## config.mk

```make
export PLATFORM = sky130hd
export DESIGN_NAME = vliw_id_ex_pipe_flat
export DESIGN_NICKNAME = d
export VERILOG_FILES = /design/src/rtl/vliw_pipe_pkg.sv /design/src/rtl/vliw_id_ex_pipe_if.sv /design/src/rtl/vliw_slot_reg.sv /design/src/rtl/vliw_id_ex_pipe.sv /design/src/flat_wrapper.sv
export SDC_FILE = /design/constraint.sdc
export NUM_CORES = 1
export LEC_CHECK = 0
export ABC_AREA = 0
export CAP_MARGIN = 0
export CORE_MARGIN = 5
export CORE_UTILIZATION = 40
export DETAILED_ROUTE_END_ITERATION = 12
export GPL_TIMING_DRIVEN = 0
export PLACE_DENSITY_LB_ADDON = 0.12
export SYNTH_ARGS = -nofsm -noshare
export SYNTH_HDL_FRONTEND = slang
export SYNTH_SLANG_ARGS = --single-unit
```

## constraint.sdc

```tcl
create_clock -name clk -period 2.3 [get_ports clk]
set_clock_uncertainty 0.2 [all_clocks]
set_input_delay 0.46 -clock clk [delete_from_list [all_inputs] [get_ports clk]]
set_output_delay 0.46 -clock clk [all_outputs]
set_load 0.05 [all_outputs]
```

## src/rtl/vliw_pipe_pkg.sv

```systemverilog
// vliw_pipe_pkg: shared widths, per-slot control record and counter helpers for the VLIW ID/EX pipe.
package vliw_pipe_pkg;
    localparam int NSLOT   = 2;
    localparam int REG_AW  = 3;
    localparam int DATA_W  = 16;
    localparam int FUNCT_W = 3;
    localparam logic [15:0] CNT_MAX = 16'hFFFF;

    typedef struct packed {
        logic               valid;
        logic               memread;
        logic               memwrite;
        logic               regwrite;
        logic [REG_AW-1:0]  regdest;
        logic [FUNCT_W-1:0] funct;
    } slot_ctrl_t;

    function automatic logic [15:0] sat_inc(input logic [15:0] c, input logic en);
        return (en && c != CNT_MAX) ? c + 16'd1 : c;
    endfunction
endpackage

```

## src/rtl/vliw_id_ex_pipe_if.sv

```systemverilog
// vliw_id_ex_pipe_if: decode-side inputs, hazard-unit controls and stage/hazard outputs of the dual-slot pipe.
interface vliw_id_ex_pipe_if;
    import vliw_pipe_pkg::*;
    logic [NSLOT-1:0]         id_valid, id_memread, id_memwrite, id_regwrite;
    logic [NSLOT*REG_AW-1:0]  id_regdest;
    logic [NSLOT*FUNCT_W-1:0] id_funct;
    logic [NSLOT*DATA_W-1:0]  id_opa, id_opb;
    logic                     bubble, flush, hold;
    logic [NSLOT*DATA_W-1:0]  ex_result;
    logic [NSLOT-1:0]         ex_valid, ex_memread, ex_memwrite, ex_regwrite;
    logic [NSLOT*REG_AW-1:0]  ex_regdest;
    logic [NSLOT*FUNCT_W-1:0] ex_funct;
    logic [NSLOT*DATA_W-1:0]  ex_opa, ex_opb;
    logic [NSLOT-1:0]         mem_valid, mem_memread, mem_memwrite, mem_regwrite;
    logic [NSLOT*REG_AW-1:0]  mem_regdest;
    logic [NSLOT*DATA_W-1:0]  mem_result;
    logic [NSLOT-1:0]         p1_memread, p1_regwrite, p2_memread, p2_regwrite;
    logic [NSLOT*REG_AW-1:0]  p1_regdest, p2_regdest;
    logic [15:0]              bubble_cnt, flush_cnt, hold_cnt;

    modport master (
        output id_valid, id_memread, id_memwrite, id_regwrite, id_regdest, id_funct, id_opa, id_opb,
        output bubble, flush, hold, ex_result,
        input  ex_valid, ex_memread, ex_memwrite, ex_regwrite, ex_regdest, ex_funct, ex_opa, ex_opb,
        input  mem_valid, mem_memread, mem_memwrite, mem_regwrite, mem_regdest, mem_result,
        input  p1_memread, p1_regwrite, p1_regdest, p2_memread, p2_regwrite, p2_regdest,
        input  bubble_cnt, flush_cnt, hold_cnt
    );
    modport slave (
        input  id_valid, id_memread, id_memwrite, id_regwrite, id_regdest, id_funct, id_opa, id_opb,
        input  bubble, flush, hold, ex_result,
        output ex_valid, ex_memread, ex_memwrite, ex_regwrite, ex_regdest, ex_funct, ex_opa, ex_opb,
        output mem_valid, mem_memread, mem_memwrite, mem_regwrite, mem_regdest, mem_result,
        output p1_memread, p1_regwrite, p1_regdest, p2_memread, p2_regwrite, p2_regdest,
        output bubble_cnt, flush_cnt, hold_cnt
    );
endinterface

```

## src/rtl/vliw_slot_reg.sv

```systemverilog
// vliw_slot_reg: one slot's ID/EX and EX/MEM registers with flush > hold > bubble priority.
module vliw_slot_reg
    import vliw_pipe_pkg::*;
(
    input  logic              clk,
    input  logic              rst_n,
    input  slot_ctrl_t        id_ctrl,
    input  logic [DATA_W-1:0] id_opa,
    input  logic [DATA_W-1:0] id_opb,
    input  logic [DATA_W-1:0] ex_result,
    input  logic              bubble,
    input  logic              flush,
    input  logic              hold,
    output slot_ctrl_t        ex_ctrl,
    output logic [DATA_W-1:0] ex_opa,
    output logic [DATA_W-1:0] ex_opb,
    output logic              mem_valid,
    output logic              mem_memread,
    output logic              mem_memwrite,
    output logic              mem_regwrite,
    output logic [REG_AW-1:0] mem_regdest,
    output logic [DATA_W-1:0] mem_result
);
    logic ex_clr, mem_clr;
    assign ex_clr  = flush || (bubble && !hold);
    assign mem_clr = flush || hold;

    // An invalid slot is loaded as all zeros, so it is indistinguishable from a bubble.
    always_ff @(posedge clk or negedge rst_n) begin
        if (!rst_n) begin
            ex_ctrl    <= '0;
            ex_opa     <= '0;
            ex_opb     <= '0;
            {mem_valid, mem_memread, mem_memwrite, mem_regwrite, mem_regdest, mem_result} <= '0;
        end else begin
            if (ex_clr) begin
                ex_ctrl <= '0;
                ex_opa  <= '0;
                ex_opb  <= '0;
            end else if (!hold) begin
                ex_ctrl <= id_ctrl.valid ? id_ctrl : '0;
                ex_opa  <= id_ctrl.valid ? id_opa : '0;
                ex_opb  <= id_ctrl.valid ? id_opb : '0;
            end
            if (mem_clr)
                {mem_valid, mem_memread, mem_memwrite, mem_regwrite, mem_regdest, mem_result} <= '0;
            else begin
                {mem_valid, mem_memread, mem_memwrite, mem_regwrite, mem_regdest} <=
                    {ex_ctrl.valid, ex_ctrl.memread, ex_ctrl.memwrite, ex_ctrl.regwrite, ex_ctrl.regdest};
                mem_result <= ex_result;
            end
        end
    end
endmodule

```

## src/rtl/vliw_id_ex_pipe.sv

```systemverilog
// vliw_id_ex_pipe: dual-slot ID/EX + EX/MEM pipeline registers feeding hazard info back to the hazard unit.
// Define VLIW_PIPE_PERF_CNT_EN to build the saturating bubble/flush/hold counters.
module vliw_id_ex_pipe
    import vliw_pipe_pkg::*;
(
    input logic               clk,
    input logic               rst_n,
    vliw_id_ex_pipe_if.slave  bus
);
    for (genvar i = 0; i < NSLOT; i++) begin : g_slot
        slot_ctrl_t        id_ctrl, ex_ctrl;
        logic [DATA_W-1:0] ex_opa, ex_opb, mem_result;
        logic              mem_valid, mem_memread, mem_memwrite, mem_regwrite;
        logic [REG_AW-1:0] mem_regdest;
        assign id_ctrl = '{valid: bus.id_valid[i], memread: bus.id_memread[i],
                           memwrite: bus.id_memwrite[i], regwrite: bus.id_regwrite[i],
                           regdest: bus.id_regdest[i*REG_AW +: REG_AW],
                           funct: bus.id_funct[i*FUNCT_W +: FUNCT_W]};
        vliw_slot_reg u_slot (
            .clk, .rst_n, .id_ctrl,
            .id_opa(bus.id_opa[i*DATA_W +: DATA_W]),
            .id_opb(bus.id_opb[i*DATA_W +: DATA_W]),
            .ex_result(bus.ex_result[i*DATA_W +: DATA_W]),
            .bubble(bus.bubble), .flush(bus.flush), .hold(bus.hold),
            .ex_ctrl, .ex_opa, .ex_opb,
            .mem_valid, .mem_memread, .mem_memwrite, .mem_regwrite, .mem_regdest, .mem_result
        );
        assign bus.ex_valid[i]                       = ex_ctrl.valid;
        assign bus.ex_memread[i]                     = ex_ctrl.memread;
        assign bus.ex_memwrite[i]                    = ex_ctrl.memwrite;
        assign bus.ex_regwrite[i]                    = ex_ctrl.regwrite;
        assign bus.ex_regdest[i*REG_AW +: REG_AW]    = ex_ctrl.regdest;
        assign bus.ex_funct[i*FUNCT_W +: FUNCT_W]    = ex_ctrl.funct;
        assign bus.ex_opa[i*DATA_W +: DATA_W]        = ex_opa;
        assign bus.ex_opb[i*DATA_W +: DATA_W]        = ex_opb;
        assign bus.mem_valid[i]                      = mem_valid;
        assign bus.mem_memread[i]                    = mem_memread;
        assign bus.mem_memwrite[i]                   = mem_memwrite;
        assign bus.mem_regwrite[i]                   = mem_regwrite;
        assign bus.mem_regdest[i*REG_AW +: REG_AW]   = mem_regdest;
        assign bus.mem_result[i*DATA_W +: DATA_W]    = mem_result;
    end

    assign bus.p1_memread  = bus.ex_memread;
    assign bus.p1_regwrite = bus.ex_regwrite;
    assign bus.p1_regdest  = bus.ex_regdest;
    assign bus.p2_memread  = bus.mem_memread;
    assign bus.p2_regwrite = bus.mem_regwrite;
    assign bus.p2_regdest  = bus.mem_regdest;

`ifdef VLIW_PIPE_PERF_CNT_EN
    logic [15:0] bubble_q, flush_q, hold_q;
    always_ff @(posedge clk or negedge rst_n) begin
        if (!rst_n) begin
            bubble_q <= '0;
            flush_q  <= '0;
            hold_q   <= '0;
        end else begin
            bubble_q <= sat_inc(bubble_q, bus.bubble && !bus.hold && !bus.flush);
            flush_q  <= sat_inc(flush_q, bus.flush);
            hold_q   <= sat_inc(hold_q, bus.hold);
        end
    end
    assign bus.bubble_cnt = bubble_q;
    assign bus.flush_cnt  = flush_q;
    assign bus.hold_cnt   = hold_q;
`else
    assign bus.bubble_cnt = '0;
    assign bus.flush_cnt  = '0;
    assign bus.hold_cnt   = '0;
`endif
endmodule

```

## src/flat_wrapper.sv

```systemverilog
// flat-port wrapper written by rule: the top's interface ports become plain ports
module vliw_id_ex_pipe_flat import vliw_pipe_pkg::*;
  (clk, rst_n, bus_id_valid, bus_id_memread, bus_id_memwrite, bus_id_regwrite, bus_id_regdest, bus_id_funct, bus_id_opa, bus_id_opb, bus_bubble, bus_flush, bus_hold, bus_ex_result, bus_ex_valid, bus_ex_memread, bus_ex_memwrite, bus_ex_regwrite, bus_ex_regdest, bus_ex_funct, bus_ex_opa, bus_ex_opb, bus_mem_valid, bus_mem_memread, bus_mem_memwrite, bus_mem_regwrite, bus_mem_regdest, bus_mem_result, bus_p1_memread, bus_p1_regwrite, bus_p1_regdest, bus_p2_memread, bus_p2_regwrite, bus_p2_regdest, bus_bubble_cnt, bus_flush_cnt, bus_hold_cnt);
  vliw_id_ex_pipe_if bus_i ();
  input logic clk;
  input logic rst_n;
  input wire logic [$bits(bus_i.id_valid)-1:0] bus_id_valid;
  input wire logic [$bits(bus_i.id_memread)-1:0] bus_id_memread;
  input wire logic [$bits(bus_i.id_memwrite)-1:0] bus_id_memwrite;
  input wire logic [$bits(bus_i.id_regwrite)-1:0] bus_id_regwrite;
  input wire logic [$bits(bus_i.id_regdest)-1:0] bus_id_regdest;
  input wire logic [$bits(bus_i.id_funct)-1:0] bus_id_funct;
  input wire logic [$bits(bus_i.id_opa)-1:0] bus_id_opa;
  input wire logic [$bits(bus_i.id_opb)-1:0] bus_id_opb;
  input wire logic [$bits(bus_i.bubble)-1:0] bus_bubble;
  input wire logic [$bits(bus_i.flush)-1:0] bus_flush;
  input wire logic [$bits(bus_i.hold)-1:0] bus_hold;
  input wire logic [$bits(bus_i.ex_result)-1:0] bus_ex_result;
  output wire logic [$bits(bus_i.ex_valid)-1:0] bus_ex_valid;
  output wire logic [$bits(bus_i.ex_memread)-1:0] bus_ex_memread;
  output wire logic [$bits(bus_i.ex_memwrite)-1:0] bus_ex_memwrite;
  output wire logic [$bits(bus_i.ex_regwrite)-1:0] bus_ex_regwrite;
  output wire logic [$bits(bus_i.ex_regdest)-1:0] bus_ex_regdest;
  output wire logic [$bits(bus_i.ex_funct)-1:0] bus_ex_funct;
  output wire logic [$bits(bus_i.ex_opa)-1:0] bus_ex_opa;
  output wire logic [$bits(bus_i.ex_opb)-1:0] bus_ex_opb;
  output wire logic [$bits(bus_i.mem_valid)-1:0] bus_mem_valid;
  output wire logic [$bits(bus_i.mem_memread)-1:0] bus_mem_memread;
  output wire logic [$bits(bus_i.mem_memwrite)-1:0] bus_mem_memwrite;
  output wire logic [$bits(bus_i.mem_regwrite)-1:0] bus_mem_regwrite;
  output wire logic [$bits(bus_i.mem_regdest)-1:0] bus_mem_regdest;
  output wire logic [$bits(bus_i.mem_result)-1:0] bus_mem_result;
  output wire logic [$bits(bus_i.p1_memread)-1:0] bus_p1_memread;
  output wire logic [$bits(bus_i.p1_regwrite)-1:0] bus_p1_regwrite;
  output wire logic [$bits(bus_i.p1_regdest)-1:0] bus_p1_regdest;
  output wire logic [$bits(bus_i.p2_memread)-1:0] bus_p2_memread;
  output wire logic [$bits(bus_i.p2_regwrite)-1:0] bus_p2_regwrite;
  output wire logic [$bits(bus_i.p2_regdest)-1:0] bus_p2_regdest;
  output wire logic [$bits(bus_i.bubble_cnt)-1:0] bus_bubble_cnt;
  output wire logic [$bits(bus_i.flush_cnt)-1:0] bus_flush_cnt;
  output wire logic [$bits(bus_i.hold_cnt)-1:0] bus_hold_cnt;
  assign bus_i.id_valid = bus_id_valid;
  assign bus_i.id_memread = bus_id_memread;
  assign bus_i.id_memwrite = bus_id_memwrite;
  assign bus_i.id_regwrite = bus_id_regwrite;
  assign bus_i.id_regdest = bus_id_regdest;
  assign bus_i.id_funct = bus_id_funct;
  assign bus_i.id_opa = bus_id_opa;
  assign bus_i.id_opb = bus_id_opb;
  assign bus_i.bubble = bus_bubble;
  assign bus_i.flush = bus_flush;
  assign bus_i.hold = bus_hold;
  assign bus_i.ex_result = bus_ex_result;
  assign bus_ex_valid = bus_i.ex_valid;
  assign bus_ex_memread = bus_i.ex_memread;
  assign bus_ex_memwrite = bus_i.ex_memwrite;
  assign bus_ex_regwrite = bus_i.ex_regwrite;
  assign bus_ex_regdest = bus_i.ex_regdest;
  assign bus_ex_funct = bus_i.ex_funct;
  assign bus_ex_opa = bus_i.ex_opa;
  assign bus_ex_opb = bus_i.ex_opb;
  assign bus_mem_valid = bus_i.mem_valid;
  assign bus_mem_memread = bus_i.mem_memread;
  assign bus_mem_memwrite = bus_i.mem_memwrite;
  assign bus_mem_regwrite = bus_i.mem_regwrite;
  assign bus_mem_regdest = bus_i.mem_regdest;
  assign bus_mem_result = bus_i.mem_result;
  assign bus_p1_memread = bus_i.p1_memread;
  assign bus_p1_regwrite = bus_i.p1_regwrite;
  assign bus_p1_regdest = bus_i.p1_regdest;
  assign bus_p2_memread = bus_i.p2_memread;
  assign bus_p2_regwrite = bus_i.p2_regwrite;
  assign bus_p2_regdest = bus_i.p2_regdest;
  assign bus_bubble_cnt = bus_i.bubble_cnt;
  assign bus_flush_cnt = bus_i.flush_cnt;
  assign bus_hold_cnt = bus_i.hold_cnt;
  vliw_id_ex_pipe u_core (.clk(clk), .rst_n(rst_n), .bus(bus_i));
endmodule
```

# After elaboration in Yosys (flattened, before gate mapping)
# Cells that the tools add are included.
totals:
  reg_bits: 130
  latch_bits: 0
  mem_bits_rw: 0
  mem_bits_ro: 0
  inputBits: 121
  output_inout_bits: 198
  wordCells: 63
  n_memories: 0
classes:
  addsub: 0
  n_mul: 0
  div_mod_pow: 0
  order_cmp: 0
  n_eq_ne: 1
  shift: 0
  muxes: 30
  n_bitwise: 0
  n_reduce_logical: 4
op_table:
  columns: ["operator", "count"]
  rows:
  - ["16-bit two-way mux", 14]
  - ["10-bit two-way mux", 6]
  - ["1-bit two-way mux", 8]
  - ["3-bit two-way mux", 2]
  - ["1-bit logical OR", 2]
  - ["2-bit by 1-bit inequality test with 1-bit output, second input constant", 1]
  - ["1-bit logical AND", 1]
  - ["1-bit zero test", 1]

# Depth between registers and ports, before layout
depth:
  word_depth: 4
  ltp_mapped: 5
  mapped_depth_nobuf: 2

# Modules after synthesis
# Synthesis repeated with hierarchy kept, for this count alone.
hier_totals:
  cells_unflattened: 555
  hier_area_um2: 6027.0
by_module_without_submodules:
  columns: ["mod", "n_inst", "cells_per_inst", "area_per_inst_um2", "seq_area_each_um2"]
  rows:
  - ["vliw_slot_reg", 2, 239, 2726.4, 1626.6]
  - ["vliw_id_ex_pipe", 1, 77, 574.3, 0.0]

# Least setup slack after synthesis
# OpenSTA, ideal clock, no wires.
synth_timing:
  path_type: "register to output"
  from: "register, netlist name u_core.g_slot[0].u_slot.ex_ctrl[8]"
  to: "output bus_p1_memread[0]"
  t_arrival_ns: 0.915
  required_time_ns: 1.640
  setup_slack_ns: 0.725
  path_stages_with_launch: 2
  path_buffers: 1
  cell_sequence: "dfrtp_1 -> buf_4"
synth_lines:
  columns: ["item", "line_no", "rtl"]
  rows:
  - ["end, declared", "flat_wrapper.sv:33", "output wire logic [$bits(bus_i.p1_memread)-1:0] bus_p1_memread;"]
# No word-level cell between the ends.

# Worst setup path after layout
layout_timing:
  from: "register u_core.g_slot[0].u_slot.ex_opa[13]"
  to: "output bus_ex_opa[13]"
layout_lines:
  columns: ["item", "line_no", "rtl"]
  rows:
  - ["start, declared", "vliw_slot_reg.sv:15", "output logic [DATA_W-1:0] ex_opa,"]
  - ["start signal, assigned", "vliw_slot_reg.sv:42", "ex_opa <= id_ctrl.valid ? id_opa : '0;"]
  - ["end, declared", "flat_wrapper.sv:25", "output wire logic [$bits(bus_i.ex_opa)-1:0] bus_ex_opa;"]
# No word-level cell between the ends.

==> impl_metrics.csv <==
group,metric,value,unit
sta,hold_viol_final,0,
setup_path,end_kind,"output port",
place,dp_hpwl,14900,um
logic_synthesis,synth-seq-cells,130,
floorplanning,die_area,0.0176,sq mm
min_path,holdPathEnd,"u_core.g_slot[1].u_slot.ex_ctrl[2]",
floorplanning,rows,44,
setup_path,timing.rr.end,"u_core.g_slot[0].u_slot.ex_ctrl[3]",
layout,drive_gt1_share,14.2,%
place,place_area,0.00915,sq mm
global_route,grt_use_total,21.8,%
sta,max_freq,440,MHz
layout,fin_area,0.00980,sq mm
logic_synthesis,synthCells,554,
floorplanning,boundaryPins,319,
route,drc,0,
logic_synthesis,syn_area,0.00603,sq mm
setup_path,cp_top_family,"buffers and inverters",
pwr,power_density,663,mW/mm^2
setup_path,critPathKind,"register to output port",
cts,cts_root_buffer,"clkbuf_16",
route,first_iter_violations,324,
global_route,grt_pass1_wl,30000,um
setup_path,slowest_stage,"clkdlybuf4s50_1",
setup_path,cp_cell_sequence,"clkdlybuf4s50_1",
sta,period_share,98.7,%
floorplanning,start_util,41.2,%
sta,rsz0062_at_grt,"false",
layout,final_nets,1011,
floorplanning,core-area,0.0146,sq mm
sta,hold_slack,176,ps
pwr,max-vdd-ir-drop,0.470,mV
setup_path,reg2reg_depth,2,
logic_synthesis,ys_seq_area_share,54.0,%
sta,maxSlewHeadroom,60.5,%
logic_synthesis,syn_area_per_cell,10.9,sq um
cts,htree_levels,4,
floorplanning,fp.dieH,133,um
cts,cts_sinks,130,
sta,worstMarginPinSlew,590,ps
cts,post-cts-setup-buffers,0,
setup_path,max_stage_delay,840,ps
cts,cts_made_buffers,17,
sta,maxSlewViolCount,0,
setup_path,cp.buffers_inverters,1,
global_route,first_global_vias,5465,
route,wl,19500,um
route,drtAntennaViolNets,0,
layout,area_delta_synth_final,62.6,%
logic_synthesis,synthDistinctLibCells,13,
cts,path_clk_slew,60,ps
min_path,holdCritStartpoint,"bus_hold",
cts,cts.path.max_buffers,2,
pwr,power.leakage,4.74,nW
setup_path,r2r_setup_slack,1340,ps
sta,period_minus_slack,2270,ps
logic_synthesis,yosys_warnings,0,
min_path,hold_path_depth,3,
global_route,overflow,0,
setup_path,worstReg2RegStart,"u_core.g_slot[0].u_slot.ex_ctrl[3]",
sta,setup_viol,0,
job,drv_cap,0,
min_path,hold_class,"primary input to register",
cts,insertion_delay,420,ps
route,drt_pass1_iterations,4,
global_route,grt_antenna_before_repair,0,
place,portBuffers,268,
status,status,"complete, no violations",
layout,antenna_cells,0,
route,wire_per_inst,17.9,um
route,via_per_inst,4.85,
setup_path,worst-path-max-fanout,2,
global_route,grt_max_degree,90,
setup_path,required,1640,ps
cts,cts_tree,"yes",
place,place_congestion,0.843,
setup_path,critical_path.startpoint_type,"register",
setup_path,cp.arrival,1610,ps
floorplanning,die_w,133,um
route,num_vias,5275,
how the worst max path moves through the flow:
| stage | from | endpoint | slack, ps | depth (start not counted) |
|---|---|---|---|---|
| 6_report | u_core.g_slot[0].u_slot.ex_opa[13] | bus_ex_opa[13] | 30 | 1 |
| 5_1_grt | u_core.g_slot[0].u_slot.mem_result[10] | bus_mem_result[10] | 0.07 | 1 |
| 4_1_cts | u_core.g_slot[1].u_slot.ex_ctrl[9] | bus_ex_valid[1] | 0.3 | 1 |
| 3_5_place_dp | bus_flush | u_core.g_slot[1].u_slot.ex_opa[13] | -90 | 4 |
| 3_3_place_gp | rst_n | u_core.g_slot[1].u_slot.mem_result[14] | -4490 | 1 |
| 2_1_floorplan | u_core.g_slot[0].u_slot.ex_ctrl[8] | bus_p1_memread[0] | 730 | 1 |
logic make-up after synthesis:
| logic type | after synthesis | synth area share, % |
|---|---|---|
| and+or+nand+nor | 215 | 25.7 |
| buffers and inverters | 124 | 13.3 |
| AOI/OAI and AO/OA | 84 | 6.97 |
| DFF | 130 | 54.0 |
| other | 1 | 0.0622 |
cell usage after synthesis:
cell type | instances | share of area (%)
a21oi_1 | 84 | 7.0
and2_1 | 46 | 4.8
buf_1 | 7 | 0.44
buf_2 | 8 | 0.66
buf_4 | 83 | 10
buf_6 | 2 | 0.37
clkbuf_1 | 24 | 1.5
conb_1 | 1 | 0.062
dfrtp_1 | 130 | 54
nand2_1 | 84 | 5.2
nand4bb_1 | 82 | 15
nor2_2 | 1 | 0.10
or3b_1 | 2 | 0.29
routing by layer:
layer	wire (um)	vias to the layer above	GRT usage, %
li1	-	2460	-
met1	7490	2555	24.9
met2	10100	238	37.8
met3	1560	22	8.16
met4	334	0	7.27
met5	0	-	0
cell usage in the layout, fill, tap and decap left out, types with 8 or more instances in the layout:
| master | instances |
|---|---|
| nand4bb_1 | 82 |
| clkbuf_1 | 24 |
| nand2_1 | 84 |
| dlymetal6s2s_1 | 17 |
| a21oi_1 | 84 |
| conb_1 | 48 |
| dlygate4sd2_1 | 45 |
| dfrtp_1 | 130 |
| buf_2 | 8 |
| clkdlybuf4s50_1 | 205 |
| buf_4 | 83 |
| clkbuf_16 | 17 |
| and2_1 | 46 |
per-stage QoR:
step	util [%]	instances	TNS (ps)	power (W)	setup WS (ps)
5_1_grt	67.0	1087	0	0.00672	0.0683
3_5_place_dp	62.5	1054	-3000	0.00356	-87.3
2_1_floorplan	-	601	0	0.00309	725
6_report	67.0	1087	0	0.00650	29.0
4_1_cts	66.7	1087	0	0.00655	0.270
3_3_place_gp	62.3	1053	-583050	0.00354	-4490
final cells by class:
class / count / area, sq um
Fill cell: 1152 / 4840
Sequential cell: 130 / 3250
Timing Repair Buffer: 270 / 2710
Multi-Input combinational cell: 347 / 2150
Buffer: 124 / 802
Clock buffer: 19 / 453
Tap cell: 184 / 230
Clock inverter: 13 / 208
worst reg2reg max path, stage by stage (launching register included):
cell,delay (ps)
dfrtp_1,460
nand2_1,80
a21oi_1,140
report_power, final:
group	internal, W	switching (W)
registers	0.00235	0.0000307
clock network	0.00198	0.00101
logic	0.000452	0.000681
registers in the layout, indices dropped and copies added, names as in the netlist:
register                           cells
u_core.g_slot.u_slot.mem_memwrite      2
u_core.g_slot.u_slot.ex_ctrl          20
u_core.g_slot.u_slot.mem_regwrite      2
u_core.g_slot.u_slot.mem_valid         2
u_core.g_slot.u_slot.mem_memread       2
u_core.g_slot.u_slot.mem_regdest       6
u_core.g_slot.u_slot.mem_result       32
u_core.g_slot.u_slot.ex_opa           32
u_core.g_slot.u_slot.ex_opb           32
repair_timing:
item                       4_1_cts  5_1_grt
gates resized for setup         45       17
hold endpoints to repair        41        0
hold buffers                     1        0
setup endpoints to repair       45       17
pin swaps                        0        0
(Power assumes the default switching activity.)
